**src/rtl/uart_rx_core.sv**
```systemverilog
// UART receiver: 2-flop input sync, 3-point majority oversampling,
// start/data/parity/stop framing with one-cycle status strobes.
module uart_rx_core #(
  parameter int DATA_WIDTH = 8,
  parameter int PRESC_W    = 6
) (
  input  logic                  clk,
  input  logic                  rst,
  input  logic                  RX_IN,
  input  logic                  PAR_EN,
  input  logic                  PAR_TYP,
  input  logic [PRESC_W-1:0]    Prescale,
  output logic [DATA_WIDTH-1:0] P_DATA,
  output logic                  Data_Valid,
  output logic                  par_err,
  output logic                  stp_err
);

  localparam int BW = $clog2(DATA_WIDTH);
  localparam logic [PRESC_W-1:0] ONE = PRESC_W'(1);
  localparam logic [PRESC_W-1:0] TWO = PRESC_W'(2);
  localparam logic [BW-1:0] BONE = BW'(1);
  localparam logic [BW-1:0] LAST_BIT = BW'(DATA_WIDTH - 1);

  typedef enum logic [2:0] {
    IDLE, START, DATA, PARITY, STOP
  } state_e;

  state_e                  state_q;
  logic                    rx_meta_q;
  logic                    rx_s_q;
  logic [PRESC_W-1:0]      edge_q;
  logic [BW-1:0]           bit_q;
  logic [PRESC_W-1:0]      presc_q;
  logic                    par_en_q;
  logic                    par_typ_q;
  logic [2:0]              smp_q;
  logic [DATA_WIDTH-1:0]   shift_q;
  logic                    perr_q;
  logic                    serr_q;
  logic [DATA_WIDTH-1:0]   pdata_q;
  logic                    dv_q;
  logic                    pe_q;
  logic                    se_q;

  logic [PRESC_W-1:0] half_w;
  logic [PRESC_W-1:0] edge_d;
  logic               mid_lo;
  logic               mid_c;
  logic               mid_hi;
  logic               chk;
  logic               wrap;
  logic               maj;
  logic               go_start;

  always_comb begin
    half_w   = presc_q >> 1;
    wrap     = (edge_q == presc_q - ONE);
    edge_d   = wrap ? '0 : edge_q + ONE;
    mid_lo   = (edge_q == half_w - ONE);
    mid_c    = (edge_q == half_w);
    mid_hi   = (edge_q == half_w + ONE);
    chk      = (edge_q == half_w + TWO);
    maj      = (smp_q[0] & smp_q[1]) |
               (smp_q[0] & smp_q[2]) |
               (smp_q[1] & smp_q[2]);
    // A low line at the end of STOP is the next start bit.
    go_start = !rx_s_q &&
               (state_q == IDLE || (state_q == STOP && wrap));
  end

  always_ff @(posedge clk) begin
    if (rst) begin
      state_q   <= IDLE;
      rx_meta_q <= 1'b1;
      rx_s_q    <= 1'b1;
      edge_q    <= '0;
      bit_q     <= '0;
      presc_q   <= '0;
      par_en_q  <= 1'b0;
      par_typ_q <= 1'b0;
      smp_q     <= 3'b111;
      shift_q   <= '0;
      perr_q    <= 1'b0;
      serr_q    <= 1'b0;
      pdata_q   <= '0;
      dv_q      <= 1'b0;
      pe_q      <= 1'b0;
      se_q      <= 1'b0;
    end else begin
      rx_meta_q <= RX_IN;
      rx_s_q    <= rx_meta_q;
      dv_q      <= 1'b0;
      pe_q      <= 1'b0;
      se_q      <= 1'b0;

      if (state_q != IDLE) begin
        if (mid_lo) smp_q[0] <= rx_s_q;
        if (mid_c)  smp_q[1] <= rx_s_q;
        if (mid_hi) smp_q[2] <= rx_s_q;
      end

      unique case (state_q)
        IDLE: ;
        START: begin
          edge_q <= edge_d;
          if (chk && maj) begin
            state_q <= IDLE;
          end else if (wrap) begin
            state_q <= DATA;
            bit_q   <= '0;
          end
        end
        DATA: begin
          edge_q <= edge_d;
          if (chk) shift_q[bit_q] <= maj;
          if (wrap) begin
            if (bit_q == LAST_BIT)
              state_q <= par_en_q ? PARITY : STOP;
            else
              bit_q <= bit_q + BONE;
          end
        end
        PARITY: begin
          edge_q <= edge_d;
          if (chk) perr_q <= maj ^ par_typ_q ^ (^shift_q);
          if (wrap) state_q <= STOP;
        end
        STOP: begin
          edge_q <= edge_d;
          if (chk) serr_q <= ~maj;
          if (wrap) begin
            if (!perr_q && !serr_q) begin
              dv_q    <= 1'b1;
              pdata_q <= shift_q;
            end else begin
              pe_q <= perr_q;
              se_q <= serr_q;
            end
            state_q <= IDLE;
          end
        end
        default: state_q <= IDLE;
      endcase

      if (go_start) begin
        state_q   <= START;
        edge_q    <= '0;
        presc_q   <= Prescale;
        par_en_q  <= PAR_EN;
        par_typ_q <= PAR_TYP;
        perr_q    <= 1'b0;
        serr_q    <= 1'b0;
      end
    end
  end

  assign P_DATA     = pdata_q;
  assign Data_Valid = dv_q;
  assign par_err    = pe_q;
  assign stp_err    = se_q;

endmodule

```
**config.mk**
```make
export PLATFORM = sky130hd
export DESIGN_NAME = uart_rx_core
export DESIGN_NICKNAME = d
export VERILOG_FILES = /design/src/rtl/uart_rx_core.sv
export SDC_FILE = /design/constraint.sdc
export NUM_CORES = 1
export LEC_CHECK = 0
export CAP_MARGIN = 5
export CORE_MARGIN = 2
export CORE_UTILIZATION = 60
export DETAILED_ROUTE_END_ITERATION = 8
export PLACE_DENSITY = 0.83
export SLEW_MARGIN = 20
export SYNTH_ARGS = -nofsm -noshare
export SYNTH_HDL_FRONTEND = slang
export SYNTH_SLANG_ARGS = --single-unit
```
**constraint.sdc**
```tcl
create_clock -name clk -period 4.65 [get_ports clk]
set_clock_uncertainty 0.1 [all_clocks]
set_input_delay 1.1625 -clock clk [delete_from_list [all_inputs] [get_ports clk]]
set_output_delay 1.1625 -clock clk [all_outputs]
set_load 0.01 [all_outputs]
```
# Yosys cells after proc, flatten, opt, wreduce, memory -nomap -nowiden
# Index checks and enable logic that the tools add are counted.
# totals
in_bits,11
output_inout_bits,11
ff_bits,46
# op_classes
n_reduce_logical,27
n_addsub,6
muxes,18
eq_ne,24
n_lt_le_gt_ge,2
bitwise,11
# ops
op,count
3-bit two-way mux,10
6-bit equality test,4
2-bit != test (second input constant),8
3-bit != test (second input constant),5
3-bit case mux with 5 select lines,1
2-bit AND reduction,6
6-bit AND reduction,2
8-bit bitwise mux,1
4-bit OR reduction,2
8-bit parity,1
5-bit by 1-bit adder with 6-bit output (second input constant),1
5-bit by 2-bit adder with 6-bit output (second input constant),1
6-bit by 1-bit adder with 6-bit output (second input constant),1
3-bit by 2-bit equality test with 1-bit output (second input constant),2
3-bit equality test (second input constant),2
6-bit by 5-bit equality test with 1-bit output,1
6-bit two-way mux,1
3-bit case mux with 2 select lines,1
5-bit by 1-bit subtractor with 6-bit output (second input constant),1
6-bit by 1-bit subtractor with 6-bit output (second input constant),1
1-bit logical AND,5
5-bit AND reduction,1
3-bit by 4-bit < comparator with 1-bit output (second input constant),1
4-bit != test (second input constant),1
17 further kinds,28

# Longest topological paths before layout
# logic_depth
ltp_word,7
mapped_depth,11
depth_no_buf,8

# Worst setup path before layout
# No wires, ideal clock.
# synth_timing
kind,register -> register
from,reg presc_q[2]
to,reg pdata_q[4] (netlist: P_DATA[4])
synth_period_minus_slack_ns,2.711
n_path_buf,2
required_ns,4.432
slack_ns,1.939
path_stages_with_launch,11
arrival_time_ns,2.493
setup_ns,0.118
cell_sequence,dfxtp_1 > inv_1 > ha_1 > a21boi_1 > xnor2_2 > nand3_2 > or3_1 > buf_6 > or4_4 > buf_6 > mux2i_1
# synth_via
elab_chain_len,3
# synth_lines
item,line_no,text
start: declaration,34,logic [PRESC_W-1:0] presc_q;
start signal: assignment,149,presc_q <= Prescale;
6-bit by 1-bit subtractor with 6-bit output,58,wrap = (edge_q == presc_q - ONE);
6-bit equality test,58,
3-bit AND reduction (no line),--,
end signal: assignment,135,pdata_q <= shift_q;
end: declaration,41,logic [DATA_WIDTH-1:0] pdata_q;
# Every way passes these cells.
# A chain may end at the register's enable or synchronous reset.

# Worst setup path in the final report
# layout_timing
from,reg presc_q[2]
to,reg state_q[2]
# layout_via
elab_chain_len,6
# layout_lines
item,line_no,text
"parallel branches: the longest is 6 deep, another holds 5-bit by 2-bit adder with 6-bit output",--,
end signal: assignment,119,state_q <= par_en_q ? PARITY : STOP;
end: declaration,29,state_e state_q;
# Several ways; the timed one is not identified.

==> impl_metrics.json <==
{
  "final_max_slew_viol_count": 0,
  "p_switching_mw": 0.195,
  "gr-total-overflow": 0,
  "finalHoldViolations": 0,
  "yosysTopAreaCell": "dfxtp_1",
  "ant_nets": 0,
  "fin_crit_sh_pct": 65.2,
  "cts_inserted_buffers": 5,
  "p_int_mw": 0.593,
  "drive_gt1_share_pct": 6.73,
  "seq_power_share_pct": 51.7,
  "antennaDiodeCount": 0,
  "htreeDepth": 2,
  "cp.required_ps": 4750,
  "ys_ff_latch": 46,
  "dr_total_vias": 2160,
  "grt_max_degree": 25,
  "clkTransAtPathRegs_ps": 90,
  "postCtsSetupBuffers": 0,
  "power.density_mw_per_mm2": 260,
  "core-area_mm2": 0.00435,
  "cp_cell_sequence": "inv_1 -> ha_1 -> a21boi_1 -> nand2_1 -> xnor2_1 -> or3_1 -> a21oi_1 -> buf_4 -> a2111oi_0",
  "antenna_found_initial": 0,
  "critical_path_class": "flop to flop",
  "run_status": "complete, no violations",
  "cp_max_fo": 10,
  "hpwl_um": 3890,
  "start_util_pct": 62.4,
  "cts_buffer_depth": 2,
  "final_area_mm2": 0.00303,
  "drc_errors": 0,
  "row_count": 24,
  "clk-insertion-delay-late_ps": 310,
  "async_flop_share_pct": 0,
  "maxCapViolations": 0,
  "die_w_um": 71.3,
  "die_y_um": 71.3,
  "die_area_mm2": 0.00508,
  "hp-class": "flop to flop",
  "final_cells": 379,
  "peakVddDrop_mv": 0.206,
  "nets": 347,
  "cp-start-kind": "flop",
  "synthesis.area_mm2": 0.00272,
  "critPathBufInv": 2,
  "tritoncts": "yes",
  "synth_ff_type": "dfxtp_1",
  "wl_per_cell_um": 14.3,
  "ctsRootBufferMaster": "clkbuf_8",
  "p_leak_nw": 1.18,
  "synth_top_area_share_pct": 33.9,
  "worstPathArrival_ps": 3130,
  "num_io_pins": 22,
  "whs_ps": 326,
  "vias_per_cell": 5.70,
  "synthesis.instances": 312,
  "rsz0062_at_grt": "false",
  "routed_wl_um": 5410,
  "cp_top_family": "compound AO/OA/AOI/OAI gates",
  "yosysSeqAreaShare_pct": 33.9,
  "avgSynthCellArea_um2": 8.71,
  "grt_pass1_vias": 1935,
  "grt_pass1_wl_um": 9230,
  "swShare_pct": 24.7,
  "worstMarginPinSlew_ps": 772,
  "ys_warn_count": 0,
  "period_minus_slack_ps": 3030,
  "power_mw": 0.788,
  "area_growth_pct": 11.6,
  "cp_slowest_cell": "or3_1",
  "firstDrtPassIters": 4,
  "cts_sinks": 46,
  "slew_headroom_pct": 48.3,
  "dp.cells": 371,
  "tns_ps": 0,
  "grtUsageTotal_pct": 22.9,
  "ctsHoldBuffers": 0,
  "yosysUniqueCellTypes": 48,
  "syn-num-nets": 333,
  "placed_cell_area_mm2": 0.00292,
  "end_kind": "flop",
  "synthTopCellsByArea": "dfxtp_1 34%, mux2i_1 11%, nand2_1 6.8%",
  "setup_viol": 0,
  "cts_resized": 0,
  "max_stage_delay_ps": 420,
  "gp_congestion": 0.888,
  "drtIter0Drc": 207,
  "power_frac_comb_pct": 9.5,
  "timing.fmax_mhz": 330,
  "synth_enable_flop_cells": 0,
  "port_buffers": 21,
  "clkPwrFrac_pct": 38.8
}
-- logic make-up (layout without fill, tap and decap cells) --
logic type | count (synthesis) | in the layout | share of synthesized area, %
buffers and inverters | 27 | 42 | 4.74
xor gates and xnor gates | 35 | 35 | 11.6
AOI/OAI and AO/OA | 33 | 33 | 9.53
muxes | 31 | 31 | 11.4
DFF | 46 | 46 | 33.9
adders and majority gates | 11 | 11 | 4.97
and+or+nand+nor | 129 | 129 | 23.9
-- synthesized netlist by cell type, drive strengths merged (3+ instances only) --
| cell | n |
|---|---|
| a2111oi | 3 |
| a21oi | 3 |
| a31oi | 3 |
| buf | 8 |
| clkbuf | 8 |
| dfxtp | 46 |
| ha | 10 |
| inv | 11 |
| mux2i | 31 |
| nand2 | 49 |
| nand2b | 6 |
| nand3 | 15 |
| nand4 | 7 |
| nor2 | 15 |
| nor2b | 7 |
| nor3 | 11 |
| nor4 | 6 |
| o21ai | 5 |
| o31ai | 3 |
| or2 | 5 |
| or3 | 3 |
| xnor2 | 22 |
| xor2 | 13 |
-- power groups by stage --
| stage | clock network (mW) | registers (mW) | logic (mW) |
|---|---|---|---|
| CTS | 0.311 | 0.407 | 0.0747 |
| floorplan | 0 | 0.411 | 0.0592 |
| global route | 0.326 | 0.409 | 0.0834 |
| finish | 0.306 | 0.407 | 0.0749 |
| detailed placement | 0 | 0.417 | 0.0742 |
| global placement | 0 | 0.416 | 0.0722 |
-- cell type report --
class                           instances  area (um2)
Tap cell                               52        65.1
Clock buffer                            5        68.8
Sequential cell                        46         921
Clock inverter                          3        43.8
Fill cell                             354        1320
Inverter                               11        41.3
Multi-Input combinational cell        239        1670
Timing Repair Buffer                   23         225
-- cells in the final DEF (no fill, tap or decap), types with 3 or more instances in the layout --
cell type and count:
clkdlybuf4s50_1 21, ha_1 10, nand2_1 49, clkbuf_8 5, inv_1 11, o31ai_1 3, or2_2 5, nor2_1 15
nand2b_1 6, nor3_1 11, mux2i_1 31, nor4_1 4, nor2b_1 7, dfxtp_1 46, or3_1 3, o21ai_0 5
xor2_1 13, nand3_1 14, a21oi_1 3, xnor2_1 21, nand4_1 7, a31oi_1 3
-- per-layer routing --
| metal | global-route usage, % | vias up | wire length (um) |
|---|---|---|---|
| met1 | 31.5 | 1000 | 2550 |
| li1 | - | 1105 | - |
| met4 | 8.18 | 0 | 75 |
| met2 | 35.9 | 48 | 2550 |
| met3 | 4.36 | 7 | 232 |
| met5 | 0 | - | 0 |
-- state kept, by name, summed over array words and instances, names as in the netlist, 3 cells and up --
name,flops
state_q,3
edge_q,6
shift_q,8
bit_q,3
presc_q,6
P_DATA,8
smp_q,3
-- per-stage QoR --
step / setup slack, ps / util, %
floorplan: 1940 / -
global placement: 1460 / 67.1
detailed placement: 1380 / 67.1
CTS: 1600 / 69.7
global route: 1300 / 69.7
finish: 1620 / 69.7
-- final timing paths --
path	from	endpoint	slack (ps)	cells past startpoint
hold / removal	rx_meta_q	rx_s_q	330	1
setup reg to reg	presc_q[2]	state_q[2]	1620	9
setup / recovery	presc_q[2]	state_q[2]	1620	9
hold reg to reg	rx_meta_q	rx_s_q	330	1
(Power assumes the default switching activity.)
==> RTL edit 1 (same flow settings) <==
Put one more register stage on the output `par_err`. The value now appears one clock later. The other outputs are not delayed to match.
--- a/src/rtl/uart_rx_core.sv
+++ b/src/rtl/uart_rx_core.sv
@@ -157,7 +157,9 @@
 
   assign P_DATA     = pdata_q;
   assign Data_Valid = dv_q;
-  assign par_err    = pe_q;
+  always_ff @(posedge clk) begin
+    par_err <= pe_q;
+  end
   assign stp_err    = se_q;
 
 endmodule
Check against the original RTL: no difference found for any inputs over 10 cycles, from zero or initial values and one cycle with rst high; that may be too few to reach the edited logic, so the function may still have changed.
==> RTL edit 1 against the original RTL <==
Sequential cell count grew 1. Sequential power grew 5.7%. Clock power shrank 20%. Critical endpoint unchanged. Die area shrank 0.66%. Synthesized area shrank 0.69%. Highest routed layer unchanged. Worst setup slack lost 0.48 ns. Largest power group unchanged. Total power shrank 1.0%. Cell area shrank 1.6%. Wire length grew 4.0%. First-iteration DRC count grew 2.9%. Final cell count shrank 0.26%. Worst hold slack lost 0.092 ns.
==> RTL edit 1: results (changes against the original RTL) <==
total via count in the routed design=2269 (was 2160); Lkg Pwr=0.00106 uW (was 0.00118 uW); number of antenna violations at the first check in global routing=0 (unchanged); root buffer selected by CTS=clkbuf_8 (unchanged); Nets=346 (was 347); largest cells by area after synthesis=dfxtp_1 (35%), mux2i_1 (7.8%), xnor2_1 (6.5%), nand2_1 (5.3%), ha_1 (4.6%) (was dfxtp_1 (34%), mux2i_1 (11%), nand2_1 (6.8%), xnor2_1 (6.8%), ha_1 (4.6%)); layout cell share with drive strength beyond 1=6.13% (was 6.73%); list of most frequent post-synthesis cells=dfxtp_1 (47), nand2_1 (38), nor2_1 (23) (was nand2_1 (49), dfxtp_1 (46), mux2i_1 (31)); maximum fanout encountered on the critical timing path=12 (was 10); Fill cells=348 (was 354); routed length on met2=2.54 mm (was 2.55 mm); HPWL after detailed placement=4.05 mm (was 3.89 mm); number of global-route vias before repair=2102 (was 1935); top routing layer in use=met4 (unchanged); routed length on met1=2.72 mm (was 2.55 mm); Worst VDD drop=0.225 mV (was 0.206 mV); post-CTS repair timing setup buffer count=0 (unchanged); Starting DRT DRC Count=213 (was 207); GRT Total Usage=23.4% (was 22.9%); internal power of the cells=564 uW (was 593 uW); most used flip-flop cell after synthesis=dfxtp_1 (unchanged); metal3 WL=296 microns (was 232 microns); weighted congestion reported at the end of routability-driven placement=0.907 (was 0.888); pin count of the biggest net entering global routing=32 (was 25); slew at the pin closest to its max-slew limit=0.982 ns (was 0.772 ns); setup slack at placement=1.18 ns (was 1.38 ns); H-tree depth reported by CTS=2 (unchanged); total inserted antenna cells=0 (unchanged); synth warn=0 (unchanged); number of detailed-routing iterations run before antenna repair=5 (was 4); syn nets=334 (was 333); class of the most critical hold timing path=reg2reg (unchanged); post-synthesis sequential area ratio=34.9% (was 33.9%); fraction of registers with async set/reset=0% (unchanged); clock slew at reported path FFs=around 0.080 ns; TritonCTS buffer count=5 (unchanged); result of the run=finished, final reports clean (unchanged); first-pass GRT wire length=9.55 mm (was 9.23 mm); Bufs on Longest Clock Path=2 (unchanged); Skew-Pair Late Insertion Delay=0.30 ns; Final setup violation count=0 (unchanged); drt total wl=5.63 mm (was 5.41 mm); count of cell types in the netlist=50 (was 48)
==> RTL edit 1: changes by cell type after synthesis, sizes merged, moves of 6 or more <==
cell and delta:
nand2 -10, and2 +6, nor2 +8, mux2i -10, o21ai +8
==> RTL edit 1: cells by family after synthesis <==
group	after synthesis	share of synthesized area [%]
muxes	22	8.21
DFF	47	34.9
xor gates and xnor gates	32	10.4
and+or+nand+nor	130	24.4
buffers and inverters	26	4.36
AOI/OAI and AO/OA	45	12.7
adders and majority gates	11	5.01
==> RTL edit 1: power groups by stage <==
stage | logic [uW] | clock network (uW) | registers [uW]
floorplan | 89.2 | 0 | 428
global placement | 102 | 0 | 439
detailed placement | 105 | 0 | 439
CTS | 105 | 250 | 429
global route | 117 | 260 | 432
finish | 106 | 244 | 430
==> RTL edit 1: final timing paths <==
kind                              endpoint        from  slack [ns]  depth (start not counted)
worst max-delay path            state_q[2]  presc_q[2]        1.13                          8
worst max register to register  state_q[2]  presc_q[2]        1.13                          8
worst min-delay path               par_err        pe_q        0.23                          0
worst min register to register     par_err        pe_q        0.23                          0
==> RTL edit 1: final cells by class <==
cell class | count | area share [%]
clock buffer | 5 | 2.31
clock inverter | 3 | 0.629
inverter | 9 | 1.13
multi-input combinational | 240 | 54.9
sequential | 47 | 31.5
tap | 52 | 2.18
timing repair buffer | 22 | 7.29
==> RTL edit 1: per-stage QoR <==
stage	power, uW	instances	instance area [sq um]
floorplan	517	313	2700
global placement	541	370	2900
detailed placement	544	370	2900
CTS	785	378	2990
global route	810	378	2990
finish	780	378	2990
==> RTL edit 1: routing by layer <==
metal,global-route usage [%],vias to the layer above
met3,4.13,11
met4,7.55,0
met1,33.0,1055
li1,-,1123
met5,0,-
met2,36.3,80
==> RTL edit 1: critical path, stage by stage, from the launching register on <==
cell	delay, ns
dfxtp_1	0.47
inv_1	0.15
ha_1	0.21
a21bo_2	0.24
or3_4	0.38
a2111oi_4	0.51
nand2_4	0.16
a2111oi_4	0.94
a2111oi_0	0.18
==> RTL edit 2 (same flow settings) <==
Made on the original files. `DATA_WIDTH`: 8 -> 16.
--- a/src/rtl/uart_rx_core.sv
+++ b/src/rtl/uart_rx_core.sv
@@ -1,7 +1,7 @@
 // UART receiver: 2-flop input sync, 3-point majority oversampling,
 // start/data/parity/stop framing with one-cycle status strobes.
 module uart_rx_core #(
-  parameter int DATA_WIDTH = 8,
+  parameter int DATA_WIDTH = 16,
   parameter int PRESC_W    = 6
 ) (
   input  logic                  clk,
Ports: changed (resized P_DATA); port bits go from 22 to 30. The function was not compared with the original's and may differ.
==> RTL edit 2 against the original RTL <==
Cell area grew 34%. Sequential cell count grew 17. Synthesized area grew 30%. Total power grew 52%. Final cell count grew 30%. Worst setup slack gained 0.23 ns. Synthesized cell count grew 27%. Wire length grew 45%.
==> RTL edit 2: results (changes against the original RTL) <==
pin count of the biggest net entering global routing=49 (was 25); total inserted antenna cells=0 (unchanged); Starting DRT DRC Count=167 (was 207); cell with the largest stage delay on the worst path=a211oi_2 (was or3_1); number of detailed-routing iterations run before antenna repair=4 (unchanged); slowest cell delay on critical path=0.54 ns (was 0.42 ns); relative max-transition margin=53.1% (was 48.3%); synth warn=0 (unchanged); switching power=295 uW (was 195 uW); Nets=439 (was 347); result of the run=finished, final reports clean (unchanged); weighted congestion reported at the end of routability-driven placement=0.894 (was 0.888); post-synthesis sequential area ratio=35.7% (was 33.9%); fraction of registers with async set/reset=0% (unchanged); number of antenna violations at the first check in global routing=0 (unchanged); routed via count divided by cell count=5.91 (was 5.70); number of global-route vias before repair=2788 (was 1935); first-pass GRT wire length=13.1 mm (was 9.23 mm); TritonCTS buffer count=9 (was 5); largest cells by area after synthesis=dfxtp_1 (36%), mux2i_1 (10%), xnor2_1 (7.2%), nor2_1 (4.7%), ha_1 (4.2%) (was dfxtp_1 (34%), mux2i_1 (11%), nand2_1 (6.8%), xnor2_1 (6.8%), ha_1 (4.6%)); maximum fanout encountered on the critical timing path=9 (was 10); setup slack at placement=1.63 ns (was 1.38 ns); most used flip-flop cell after synthesis=dfxtp_1 (unchanged); Worst VDD drop=0.212 mV (was 0.206 mV); layout cell share with drive strength beyond 1=7.13% (was 6.73%); Lkg Pwr=0.00169 uW (was 0.00118 uW); register share of total power=46.6% (was 51.7%); syn nets=420 (was 333); GRT Total Usage=26.6% (was 22.9%); HPWL after detailed placement=5.59 mm (was 3.89 mm); root buffer selected by CTS=clkbuf_8 (unchanged); part of the power in the clock network=46.0% (was 38.8%); count of cell types in the netlist=59 (was 48); clock slew at reported path FFs=0.07 ns (was 0.09 ns); post-CTS repair timing setup buffer count=0 (unchanged); number of I/O port buffers=29 (was 21); Arrival @ worst endpoint=2.93 ns (was 3.13 ns); drt total wl=7.84 mm (was 5.41 mm); list of most frequent post-synthesis cells=dfxtp_1 (63), nor2_1 (44), mux2i_1 (37) (was nand2_1 (49), dfxtp_1 (46), mux2i_1 (31)); family of cells with the greatest summed delay on the critical path=simple AND/OR/NAND/NOR gates (was compound AO/OA/AOI/OAI gates); power of the combinational group=89.2 uW (was 74.9 uW); class of the most critical hold timing path=reg2reg (unchanged); Skew-Pair Late Insertion Delay=0.36 ns (was 0.31 ns); Resized Gates After CTS=0 (unchanged); Bufs on Longest Clock Path=2 (unchanged); H-tree depth reported by CTS=3 (was 2)
==> RTL edit 2: changes by cell type in the layout (fill, tap and decap cells not counted), moves of 5 or more <==
cell and change:
clkbuf_8 +5, a21oi_1 +11, o21ai_0 +10, nand2_1 -22, mux2i_1 +6, clkdlybuf4s50_1 +8, nor2_1 +29, xnor2_1 +8
dfxtp_1 +17
==> RTL edit 2: final cells by class <==
cell class,count,area (sq um)
Clock inverter,6,92.6
Tap cell,72,90.1
Inverter,11,41.3
Sequential cell,63,1260
Fill cell,440,1550
Timing Repair Buffer,31,305
Clock buffer,10,138
Multi-Input combinational cell,300,2130
==> RTL edit 2: kinds of logic (layout without fill, tap and decap cells) <==
family          Yosys count  count (layout)  synth area share, %
simple gates            148             148                 22.0
flops                    63              63                 35.7
compound gates           57              57                 11.0
xor+xnor                 45              45                 12.4
mux                      37              37                 10.5
buf+inv                  34              58                 3.93
fa+ha+maj                13              13                 4.53
==> RTL edit 2: routing by layer <==
layer  share of wire (%)  global-route usage, %  up-vias
met2                  47                   41.9       66
met4                 2.3                   12.9        0
met5                   0                      0        -
met3                 4.6                   5.67       18
met1                  46                   34.8     1400
li1                    -                      -     1432
==> RTL edit 2: stage by stage <==
step,instance area (sq um),instances
floorplan,3530,397
global placement,3830,477
detailed placement,3830,477
CTS,4060,493
global route,4060,493
finish,4060,493
==> RTL edit 2: final timing paths <==
kind / start / end / slack, ns / cells past startpoint
setup / recovery: presc_q[2] / shift_q[15] / 1.85 / 8
setup reg to reg: presc_q[2] / shift_q[15] / 1.85 / 8
hold reg to reg: rx_meta_q / rx_s_q / 0.31 / 1
hold / removal: rx_meta_q / rx_s_q / 0.31 / 1
